### src/rtl/pipeline_run_ctrl.sv
// Run-control sequencer for Pipeline_top: reset hold, run, halt, single-step, and the
// saturating cycle/retire counters. Every output is a flop loaded from next-state values.
module pipeline_run_ctrl #(
  parameter int CNT_W      = 32,
  parameter int RST_CYCLES = 2
) (
  input  logic             clk,
  input  logic             rst,
  input  logic             start,
  input  logic             step,
  input  logic             halt_req,
  input  logic [CNT_W-1:0] cycle_limit,
  input  logic [CNT_W-1:0] retire_limit,
  input  logic             retire_valid,
  output logic             core_rst_n,
  output logic             core_stall,
  output logic             busy,
  output logic             done,
  output logic [1:0]       done_cause,
  output logic [CNT_W-1:0] cycle_count,
  output logic [CNT_W-1:0] instr_retired
);

  localparam int RC_W = $clog2(RST_CYCLES + 1);

  localparam logic [1:0] CAUSE_STEP   = 2'b00;
  localparam logic [1:0] CAUSE_CYCLES = 2'b01;
  localparam logic [1:0] CAUSE_RETIRE = 2'b10;
  localparam logic [1:0] CAUSE_HALT   = 2'b11;

  typedef enum logic [2:0] {
    S_IDLE,
    S_RESET_CORE,
    S_RUN,
    S_STEP,
    S_HALTED
  } state_t;

  state_t           state, state_nxt;
  logic [CNT_W-1:0] cyc_lim, ret_lim, cyc_lim_nxt, ret_lim_nxt;
  logic [CNT_W-1:0] cyc_nxt, ret_nxt, cyc_inc, ret_inc;
  logic [RC_W-1:0]  rst_cnt, rst_cnt_nxt;
  logic [1:0]       cause_nxt;
  logic             done_nxt;
  logic             hit_ret, hit_cyc;

  // Saturating increments; limit hits are judged on the post-increment values.
  always_comb begin
    cyc_inc = (&cycle_count) ? cycle_count : cycle_count + CNT_W'(1);
    ret_inc = (retire_valid && !(&instr_retired)) ? instr_retired + CNT_W'(1) : instr_retired;
    hit_ret = (ret_lim != '0) && (ret_inc == ret_lim);
    hit_cyc = (cyc_lim != '0) && (cyc_inc == cyc_lim);
  end

  always_comb begin
    state_nxt   = state;
    cyc_nxt     = cycle_count;
    ret_nxt     = instr_retired;
    cyc_lim_nxt = cyc_lim;
    ret_lim_nxt = ret_lim;
    rst_cnt_nxt = rst_cnt;
    cause_nxt   = done_cause;
    done_nxt    = 1'b0;
    case (state)
      S_IDLE, S_HALTED: begin
        if (start) begin
          state_nxt   = S_RESET_CORE;
          cyc_nxt     = '0;
          ret_nxt     = '0;
          cause_nxt   = CAUSE_STEP;
          cyc_lim_nxt = cycle_limit;
          ret_lim_nxt = retire_limit;
          rst_cnt_nxt = RC_W'(RST_CYCLES);
        end else if (state == S_HALTED && step) begin
          state_nxt = S_STEP;
        end
      end
      S_RESET_CORE: begin
        if (rst_cnt <= RC_W'(1)) begin
          state_nxt = S_RUN;
        end else begin
          rst_cnt_nxt = rst_cnt - RC_W'(1);
        end
      end
      S_RUN: begin
        cyc_nxt = cyc_inc;
        ret_nxt = ret_inc;
        if (hit_ret) begin
          state_nxt = S_HALTED;
          cause_nxt = CAUSE_RETIRE;
          done_nxt  = 1'b1;
        end else if (hit_cyc) begin
          state_nxt = S_HALTED;
          cause_nxt = CAUSE_CYCLES;
          done_nxt  = 1'b1;
        end else if (halt_req) begin
          state_nxt = S_HALTED;
          cause_nxt = CAUSE_HALT;
          done_nxt  = 1'b1;
        end
      end
      S_STEP: begin
        cyc_nxt = cyc_inc;
        ret_nxt = ret_inc;
        // A retirement completes the step even if halt_req arrives alongside it.
        if (retire_valid) begin
          state_nxt = S_HALTED;
          cause_nxt = CAUSE_STEP;
          done_nxt  = 1'b1;
        end else if (halt_req) begin
          state_nxt = S_HALTED;
          cause_nxt = CAUSE_HALT;
          done_nxt  = 1'b1;
        end
      end
      default: state_nxt = S_IDLE;
    endcase
  end

  always_ff @(posedge clk) begin
    if (rst) begin
      state         <= S_IDLE;
      cycle_count   <= '0;
      instr_retired <= '0;
      cyc_lim       <= '0;
      ret_lim       <= '0;
      rst_cnt       <= '0;
      done_cause    <= CAUSE_STEP;
      done          <= 1'b0;
      core_rst_n    <= 1'b0;
      core_stall    <= 1'b1;
      busy          <= 1'b0;
    end else begin
      state         <= state_nxt;
      cycle_count   <= cyc_nxt;
      instr_retired <= ret_nxt;
      cyc_lim       <= cyc_lim_nxt;
      ret_lim       <= ret_lim_nxt;
      rst_cnt       <= rst_cnt_nxt;
      done_cause    <= cause_nxt;
      done          <= done_nxt;
      core_rst_n    <= !(state_nxt == S_IDLE || state_nxt == S_RESET_CORE);
      core_stall    <= !(state_nxt == S_RUN || state_nxt == S_STEP);
      busy          <= (state_nxt == S_RESET_CORE) || (state_nxt == S_RUN) || (state_nxt == S_STEP);
    end
  end

endmodule

### config.mk
export PLATFORM = sky130hd
export DESIGN_NAME = pipeline_run_ctrl
export DESIGN_NICKNAME = d
export VERILOG_FILES = /design/src/rtl/pipeline_run_ctrl.sv
export SDC_FILE = /design/constraint.sdc
export NUM_CORES = 1
export LEC_CHECK = 0
export CORE_MARGIN = 1
export CORE_UTILIZATION = 30
export DETAILED_ROUTE_END_ITERATION = 8
export SYNTH_ARGS = -nofsm -noshare
export SYNTH_HDL_FRONTEND = slang
export SYNTH_SLANG_ARGS = --single-unit
### constraint.sdc
create_clock -name clk -period 10.4 [get_ports clk]
set_input_delay 2.08 -clock clk [delete_from_list [all_inputs] [get_ports clk]]
set_output_delay 2.08 -clock clk [all_outputs]
set_load 0.02 [all_outputs]
# Word-level counts from Yosys, hierarchy flattened
# Index checks and enable logic that the tools add are counted.
dict set report word_totals {
  ff_bits 139
  in_bits 70
  wordCells 79
}
dict set report classes {
  addsub 3
  magnitude_cmp 1
  n_eq_ne 11
  mux 27
  n_reduce_logical 26
}
# op n
set op_table {}
lappend op_table {{$pmux W32 S2} 2}
lappend op_table {{$mux W32} 3}
lappend op_table {{$add A32 B1 Y32 const B} 2}
lappend op_table {{$eq A32 B32 Y1} 2}
lappend op_table {{$reduce_and A32 Y1} 2}
lappend op_table {{$reduce_bool A32 Y1} 2}
lappend op_table {{$mux W3} 7}
lappend op_table {{$mux W2} 7}
lappend op_table {{$eq A3 B2 Y1 const B} 4}
lappend op_table {{$pmux W3 S4} 1}
lappend op_table {{$eq A3 B1 Y1 const B} 2}
lappend op_table {{$logic_not A3 Y1} 2}
lappend op_table {{$pmux W2 S3} 1}
lappend op_table {{$reduce_and A2 Y1} 3}
lappend op_table {{$logic_and A1 B1 Y1} 4}
lappend op_table {{$logic_or A1 B1 Y1} 4}
lappend op_table {{$mux W1} 4}
lappend op_table {{$ne A2 B2 Y1 const B} 2}
lappend op_table {{$pmux W2 S2} 1}
lappend op_table {{$reduce_bool A2 Y1} 2}
lappend op_table {{$reduce_or A2 Y1} 2}
lappend op_table {{$eq A3 B3 Y1 const B} 1}
lappend op_table {{$logic_not A1 Y1} 3}
lappend op_table {{$reduce_and A3 Y1} 1}
lappend op_table {{other kinds (4)} 4}

# Longest topological paths before layout
# Gate-level depths: netlist of the first run.
dict set report depth {
  depth_word 11
  mapped_depth 12
  depth_no_buf 10
}

# Worst setup path before layout of the first run
# OpenSTA, ideal clock, no wires.
dict set report synth_timing {
  path_type {input port to flip-flop}
  start {input port retire_valid}
  end {register done}
  setup_time_ns 0.100
  t_arrival_ns 4.140
  required_time_ns 10.300
  setup_slack_ns 6.161
  stages 10
  cell_sequence {nand3_1 -> or3_1 -> clkbuf_1 -> nor4_1 -> xnor2_1 -> nand4_1 -> nor4_1 -> nand3_1 -> nor2b_1 -> a2111oi_4}
}
dict set report synth_via {
  elab_chain_len 6
}
# item line_no
set synth_rtl {}
lappend synth_rtl {{start, declared} 14} ;# input logic retire_valid,
lappend synth_rtl {{$logic_and A1 B1 Y1} 50} ;# ret_inc = (retire_valid && !(&instr_retired)) ? instr_retired + CNT_W'(1) : instr_retired;
lappend synth_rtl {{$mux W32} 50}
lappend synth_rtl {{$eq A32 B32 Y1} 51} ;# hit_ret = (ret_lim != '0) && (ret_inc == ret_lim);
lappend synth_rtl {{$logic_and A1 B1 Y1} 51}
lappend synth_rtl {{$mux W1} 88} ;# if (hit_ret) begin
lappend synth_rtl {{$pmux W1 S2 (*)} 64} ;# case (state)
lappend synth_rtl {{end signal, assigned} 141} ;# done <= done_nxt;
lappend synth_rtl {{end, declared} 18} ;# output logic done,
# Every way passes the cells marked *; elsewhere a longest branch is shown, timed or not.
# A chain may end at the register's enable or synchronous reset.

# Worst setup path in the final report of the first run
# Same ends and word-level chain as after synthesis.

==> summary.md, run 1 <==
| Metric | Value |
|---|---|
| Worst Tran Pin Value | slightly below 1 ns |
| Endpoints failing hold | 0 |
| Worst Path Required | between 10 and 15 ns |
| H-tree depth | 4 |
| Synth-to-layout area growth | 24.45% |
| Sequential area share after synthesis | a little under a third |
| Post-synth top flop | dfxtp_1 |
| Vias in the first global route | between 8,000 and 9,000 |
| Post-synthesis cell type count | just under 80 |
| DR iter-0 viols | between 800 and 900 |
| Multiplexer share of the synthesized area | 0.8947% |
| Asr flop ratio synth | 0% |
| Post-layout net count | between 1,000 and 1,500 |
| Die Span X | 174.7 microns |
| Area taken by multi-input logic gates | ~5700 sq um |
| DP Cell Count | 1,663 |
| Maximum vdd drop | a little over 0.0001 V |
| Synth Area per Inst | about 7.3 sq um |
| R2r endpoint | done$_SDFF_PP0_ |
| Total track usage | around a fifth |
| I/O pins | between 100 and 150 |
| Clock insertion delay at the later pin of the skew report | 0.43 ns |
| Routed WL | between 30,000 and 40,000 microns |
| Critical path class | in -> reg |
| M1 GR Usage | between 20% and 30% |
| Lkg Pwr | roughly 3.7 nW |
| Fillers | 3,078 |
| Post-route core utilization | roughly two fifths |
| Critical Path Fanout Max | 8 |
| Hpwl dp | ~23,000 microns |
| Port Buf Inserts | approximately 140 |
| Critical Path Start Type | input pin |
| Sequential cell area | about 2800 sq um |
| Clk_skew | ~0.016 ns |
| Simple-Gate Fraction of Synth Area | between 30 and 40% |
| Post-synthesis xor/xnor area fraction | a little under a tenth |
| Top cells by area, synth | dfxtp_1, nand2_1, a21oi_1 |
| Clock sinks | approximately 140 |
| Synth area leader | dfxtp_1 |
| Final TNS setup | 0 ns |
| Max Root-Sink Buffers | 2 |
| Crit path time final | slightly below 5 ns |
| Max-Slew Margin vs Limit | 35.42% |
| Synth Area in Compound Gates | about a fifth |
| Reg2Reg Launch Point | instr_retired[10]$_SDFFE_PP0P_ |
| YS warnings | 0 |
| Cells after Synth | around 1,200 |
| Mapped cell area | 8950 sq um |
| Pwr Density | approximately 130 nW/um^2 |
| Layout cells sized above 1 | 6.026% |
| Initial antenna violation count | 0 |
| Post-route clock period utilization | between 40 and 50% |
| Final non-filler cell total | roughly 1,700 |
| Initial cell density of the core | slightly above 30% |
| Gr ovfl total | 0 |
| RSZ-0062 raised after global routing | no |
| Syn_nets | 1,300 |
| DR vias | approximately 9,600 |
| WL/cell | 19.08 microns |
| Crit path from | retire_valid |
| Power Total | roughly 1.5 mW |
| First-pass GRT wire length | approximately 51,000 microns |
| Share of the synthesized area in the top cell type | between 30% and 40% |
| Number of synthesized flops with an enable pin | 0 |
| Initial DRT Pass Iterations | 7 |
| Core Area | 29,010 sq um |
| Post-CTS setup repair buffer count | 0 |
| R2R cell count | 10 |
| Max Clk Rate | between 200 and 250 MHz |
| # DRC | 0 |
| Max-Cap Viols | 0 |
| Num rows | a little over 60 |
| Synth Area in Adders | less than 1% |
| Outcome | complete, no violations |
| Reg2Reg Setup Slack | about 6.2 ns |
| CP endpoint kind | flip-flop |
| Post-route ant nets | 0 |
| CTS tree | done |
| Critical path endpoint | done$_SDFF_PP0_ |
| Root Driver | clkbuf_16 |
| Synth cell count leaders | nand2_1, a21oi_1, dfxtp_1, nor2_1, clkbuf_1 |
| Post_cts resized | 0 |
| Synth Register Bits | 139 |
| Die area | slightly above 30,000 sq um |
| Clock slew at reported path FFs | 0.06 ns |
| Avg Vias per Cell | roughly 5.7 |
| Routability Congestion | ~0.89 |
| Largest family of logic cells by synthesized area | simple AND/OR/NAND/NOR gates |
| Count leader, synth | nand2_1 |
| Die Span Y | approximately 170 microns |
| Largest net degree at the start of global routing | between 80 and 90 |
| Antenna Cells | 0 |
| GR Util met3 | under 10% |
| Inserted Clock Buffers | 17 |
| Final Setup Violations | 0 |
| GR Util met2 | 33.48% |
| CP arrival | 5.22 ns |
| Worst hold path class | reg -> reg |
| Cts hold-fix bufs | 0 |
| GRT busiest layer | met2 |
| Placed Area | between 10,000 and 15,000 sq um |
| Finished Cell Area | ~11,000 sq um |
| Slew Viols, Final | 0 |
==> power breakdown <==
part | internal, mW | leakage (nW) | switching, mW | total, mW
sequential | 0.554 | 1.13 | 0.0251 | 0.579
clock | 0.384 | 0.294 | 0.269 | 0.653
combinational | 0.0916 | 2.23 | 0.136 | 0.228
==> logic make-up after synthesis <==
family                     after synthesis
AOI/OAI and AO/OA                      307
xor gates and xnor gates                93
adders and majority gates                3
buffers and inverters                  108
DFF                                    139
muxes                                    8
and+or+nand+nor                        569
==> registers in the layout (all words and copies together), names as in the netlist <==
| name | flops |
|---|---|
| ret_lim | 32 |
| core_rst_n | 1 |
| instr_retired | 32 |
| core_stall | 1 |
| cyc_lim | 32 |
| state | 3 |
| busy | 1 |
| rst_cnt | 2 |
| cycle_count | 32 |
| done_cause | 2 |
| done | 1 |
==> stage by stage <==
step	hold slack, ns	worst slack [ns]
after floorplan	0.4605	6.161
after global placement	0.4677	5.102
after detailed placement	0.4780	5.062
after CTS	0.4868	5.508
after global routing	0.5013	5.256
final	0.4842	5.505
==> per-layer routing <==
layer / vias to the layer above / routed length, microns
met1: 4531 / 14590
li1: 4589 / -
met2: 408 / 14580
met3: 68 / 2394
met4: 0 / 789
met5: - / 0
==> worst max-delay path: stages <==
cell and delay [ns]:
clkdlybuf4s50_1 0.62, nand3_1 0.13, or3_1 0.52, nor4_1 0.55, xnor2_1 0.20, nand4_1 0.13, nor4_1 0.29, nand3_1 0.19
nor2b_1 0.23, a2111oi_4 0.28
==> placed cells by master (no fill, tap or decap), drive strengths merged, types with 15 or more instances in the layout <==
cell,synthesis,layout
a211oi,20,20
a21oi,147,147
clkbuf,71,18
clkdlybuf4s50,0,138
dfxtp,139,139
inv,9,15
nand2,226,226
nand3,38,38
nand4,41,41
nor2,81,81
nor3,31,31
nor4,47,47
o21ai,56,56
or3,18,18
or4,20,20
xnor2,61,61
xor2,32,32
==> cell type report <==
cell class	count	share of cell area [%]
well taps	384	4.314
clock buffers	18	3.853
multi-input cells	980	51.60
inverters	9	0.3033
clock inverters	14	1.674
repair buffers	151	13.28
flip-flops and latches	139	24.98
==> worst min path at each step <==
stage / startpoint / slack [ns] / depth (start not counted) / to
2_1_floorplan: cyc_lim[6]$_SDFFE_PP0P_ / 0.46 / 2 / cyc_lim[6]$_SDFFE_PP0P_
3_3_place_gp: ret_lim[25]$_SDFFE_PP0P_ / 0.47 / 2 / ret_lim[25]$_SDFFE_PP0P_
3_5_place_dp: ret_lim[23]$_SDFFE_PP0P_ / 0.48 / 2 / ret_lim[23]$_SDFFE_PP0P_
4_1_cts: ret_lim[23]$_SDFFE_PP0P_ / 0.49 / 2 / ret_lim[23]$_SDFFE_PP0P_
5_1_grt: ret_lim[25]$_SDFFE_PP0P_ / 0.50 / 2 / ret_lim[25]$_SDFFE_PP0P_
6_report: ret_lim[23]$_SDFFE_PP0P_ / 0.48 / 2 / ret_lim[23]$_SDFFE_PP0P_
Power figures use the tool's default switching activity.
==> inputs of run 2 (changes only) <==
- clock period: 10.4 -> 5.1 ns (I/O delays scaled with it)
==> run 2 against run 1 <==
Non-clock buffer count rose by 4. Register-to-register slack worse by 5.1 ns. Utilization up 0.16 points. Worst setup slack got worse by 4.4 ns. Design area grew 0.43%. Count of clock-buffer cells in the layout rose by 2. Sequential cell count stayed put. Clock skew fell by 0.0031 ns. Clock power increased by 110%. Via count shrank 0.94%. Cell count increased by 0.24%. Die area did not move. Largest cell class unchanged.
==> summary.md, run 2 (same netlist as run 1, synthesis figures left out) <==
| Metric | Value |
|---|---|
| Outcome | complete, no violations (unchanged) |
| Clock slew at reported path FFs | 0.06 ns (about the same) |
| Power Total | 3.012 mW (was 1.460 mW) |
| Antenna Cells | 0 (unchanged) |
| R2R cell count | 11 (was 10) |
| Critical path class | reg -> reg (was in -> reg) |
| Pwr Density | 269.3 nW/um^2 (was 131.1 nW/um^2) |
| Fillers | 3,078 (unchanged) |
| Final TNS setup | 0 ns (unchanged) |
| Inserted Clock Buffers | 17 (unchanged) |
| Lkg Pwr | 3.677 nW (was 3.655 nW) |
| H-tree depth | 4 (unchanged) |
| CP arrival | 4.35 ns (was 5.22 ns) |
| Port Buf Inserts | 139 (unchanged) |
| DP Cell Count | 1,667 (was 1,663) |
| I/O pins | 140 (unchanged) |
| Layout cells sized above 1 | 6.236% (was 6.026%) |
| Max Root-Sink Buffers | 2 (unchanged) |
| Crit path time final | between 4 and 5 ns |
| Routability Congestion | 0.9483 (was 0.8881) |
| Initial cell density of the core | 30.85% (unchanged) |
| # DRC | 0 (unchanged) |
| Post-route clock period utilization | 78.73% |
| Routed WL | 32,240 microns (was 32,350 microns) |
| Root Driver | clkbuf_16 (unchanged) |
| Commonest cells after routing, fill and taps aside | nand2_1, a21oi_1, dfxtp_1 (unchanged) |
| Max Clk Rate | about 250 MHz |
| Post-route core utilization | 38.55% (was 38.39%) |
| Dpl ws | 0.7704 ns (was 5.062 ns) |
| Hold depth | 2 (unchanged) |
| Post-layout net count | 1,375 (was 1,371) |
| Core Area | 29,010 sq um (unchanged) |
| Hpwl dp | 23,180 microns (was 22,950 microns) |
| Most common cell after layout, fill and taps aside | nand2_1 (unchanged) |
| Synth-to-layout area growth | 24.98% (was 24.45%) |
| Worst Path Required | 5.43 ns (was 10.72 ns) |
| Placed Area | 10,550 sq um (was 10,520 sq um) |
| Final non-filler cell total | 1,699 (was 1,695) |
| Die area | 30,530 sq um (unchanged) |
| CTS tree | done (unchanged) |
| Clk_skew | 0.01299 ns (was 0.01607 ns) |
| Endpoints failing hold | 0 (unchanged) |
| Clock sinks | 139 (unchanged) |
| Initial antenna violation count | 0 (unchanged) |
| Sequential cell area | 2783 sq um (unchanged) |
| Cts hold-fix bufs | 0 (unchanged) |
| DR iter-0 viols | 821 (was 824) |
| Worst hold slack | 0.4811 ns (was 0.4842 ns) |
| Critical Path Fanout Max | 7 (was 8) |
| CP endpoint kind | flip-flop (unchanged) |
| Worst hold path class | reg -> reg (unchanged) |
| Final Setup Violations | 0 (unchanged) |
| Critical Path Start Type | flip-flop (was input pin) |
| WL/cell | 18.97 microns (was 19.08 microns) |
| Area taken by multi-input logic gates | 5747 sq um (unchanged) |
| Worst Tran Pin Value | 1.028 ns (was 0.9687 ns) |
| Gr ovfl total | 0 (unchanged) |
| First-pass GRT wire length | 49,820 microns (was 51,070 microns) |
| Avg Vias per Cell | 5.595 (was 5.661) |
| DR vias | 9,506 (was 9,596) |
| Max-Cap Viols | 0 (unchanged) |
| Post-CTS setup repair buffer count | 0 (unchanged) |
| Max-Slew Margin vs Limit | 31.22% (was 35.42%) |
| Final setup margin | 1.085 ns (was 5.505 ns) |
| Vias in the first global route | 8,725 (was 8,925) |
| Die Span Y | 174.7 microns (unchanged) |
| Initial DRT Pass Iterations | 5 (was 7) |
| Post-route ant nets | 0 (unchanged) |
| Largest net degree at the start of global routing | 70 (was 86) |
| Finished Cell Area | 11,190 sq um (was 11,140 sq um) |
| Clock insertion delay at the later pin of the skew report | 0.43 ns (about the same) |
| RSZ-0062 raised after global routing | no (unchanged) |
| Post_cts resized | 0 (unchanged) |
| Slew Viols, Final | 0 (unchanged) |
| Die Span X | 174.7 microns (unchanged) |
| Maximum vdd drop | 0.0002127 V (was 0.0001033 V) |
| Num rows | 62 (unchanged) |
| Total track usage | 20.71% (was 21.09%) |
-- run 2: layer usage --
| metal | up-vias | track usage, % | routed length (microns) |
|---|---|---|---|
| li1 | 4597 | - | - |
| met4 | 0 | 6.377 | 665 |
| met3 | 47 | 3.285 | 2261 |
| met2 | 378 | 33.45 | 14770 |
| met1 | 4484 | 28.16 | 14540 |
| met5 | - | 0 | 0 |
-- run 2: path summary, 6_finish.rpt --
check,start,end,slack [ns]
max reg2reg,cycle_count[0]$_SDFFE_PP0P_,done$_SDFF_PP0_,1.08
max,cycle_count[0]$_SDFFE_PP0P_,done$_SDFF_PP0_,1.08
min reg2reg,ret_lim[0]$_SDFFE_PP0P_,ret_lim[0]$_SDFFE_PP0P_,0.48
min,ret_lim[0]$_SDFFE_PP0P_,ret_lim[0]$_SDFFE_PP0P_,0.48
-- run 2: layout make-up --
| type | instances | area share, % |
|---|---|---|
| timing repair buffer | 155 | 13.49 |
| sequential | 139 | 24.88 |
| tap | 384 | 4.295 |
| multi-input combinational | 980 | 51.38 |
| clock inverter | 12 | 1.667 |
| inverter | 9 | 0.3020 |
| clock buffer | 20 | 3.993 |
-- run 2: report_power, final --
group	switching, mW	leakage [nW]	internal [mW]
sequential	0.0504	1.13	1.13
combinational	0.280	2.25	0.187
clock	0.526	0.298	0.839
-- run 2: critical path, cell delays in order, from the launching register on --
cell and delay (ns):
dfxtp_1 0.47, ha_1 0.32, nand4_4 0.16, nor4_2 0.75
buf_4 0.28, a21oi_1 0.15, mux2i_1 0.26, o21ai_0 0.17
or4_4 0.57, nor4_4 0.37, nor2_2 0.10, a2111oi_4 0.33
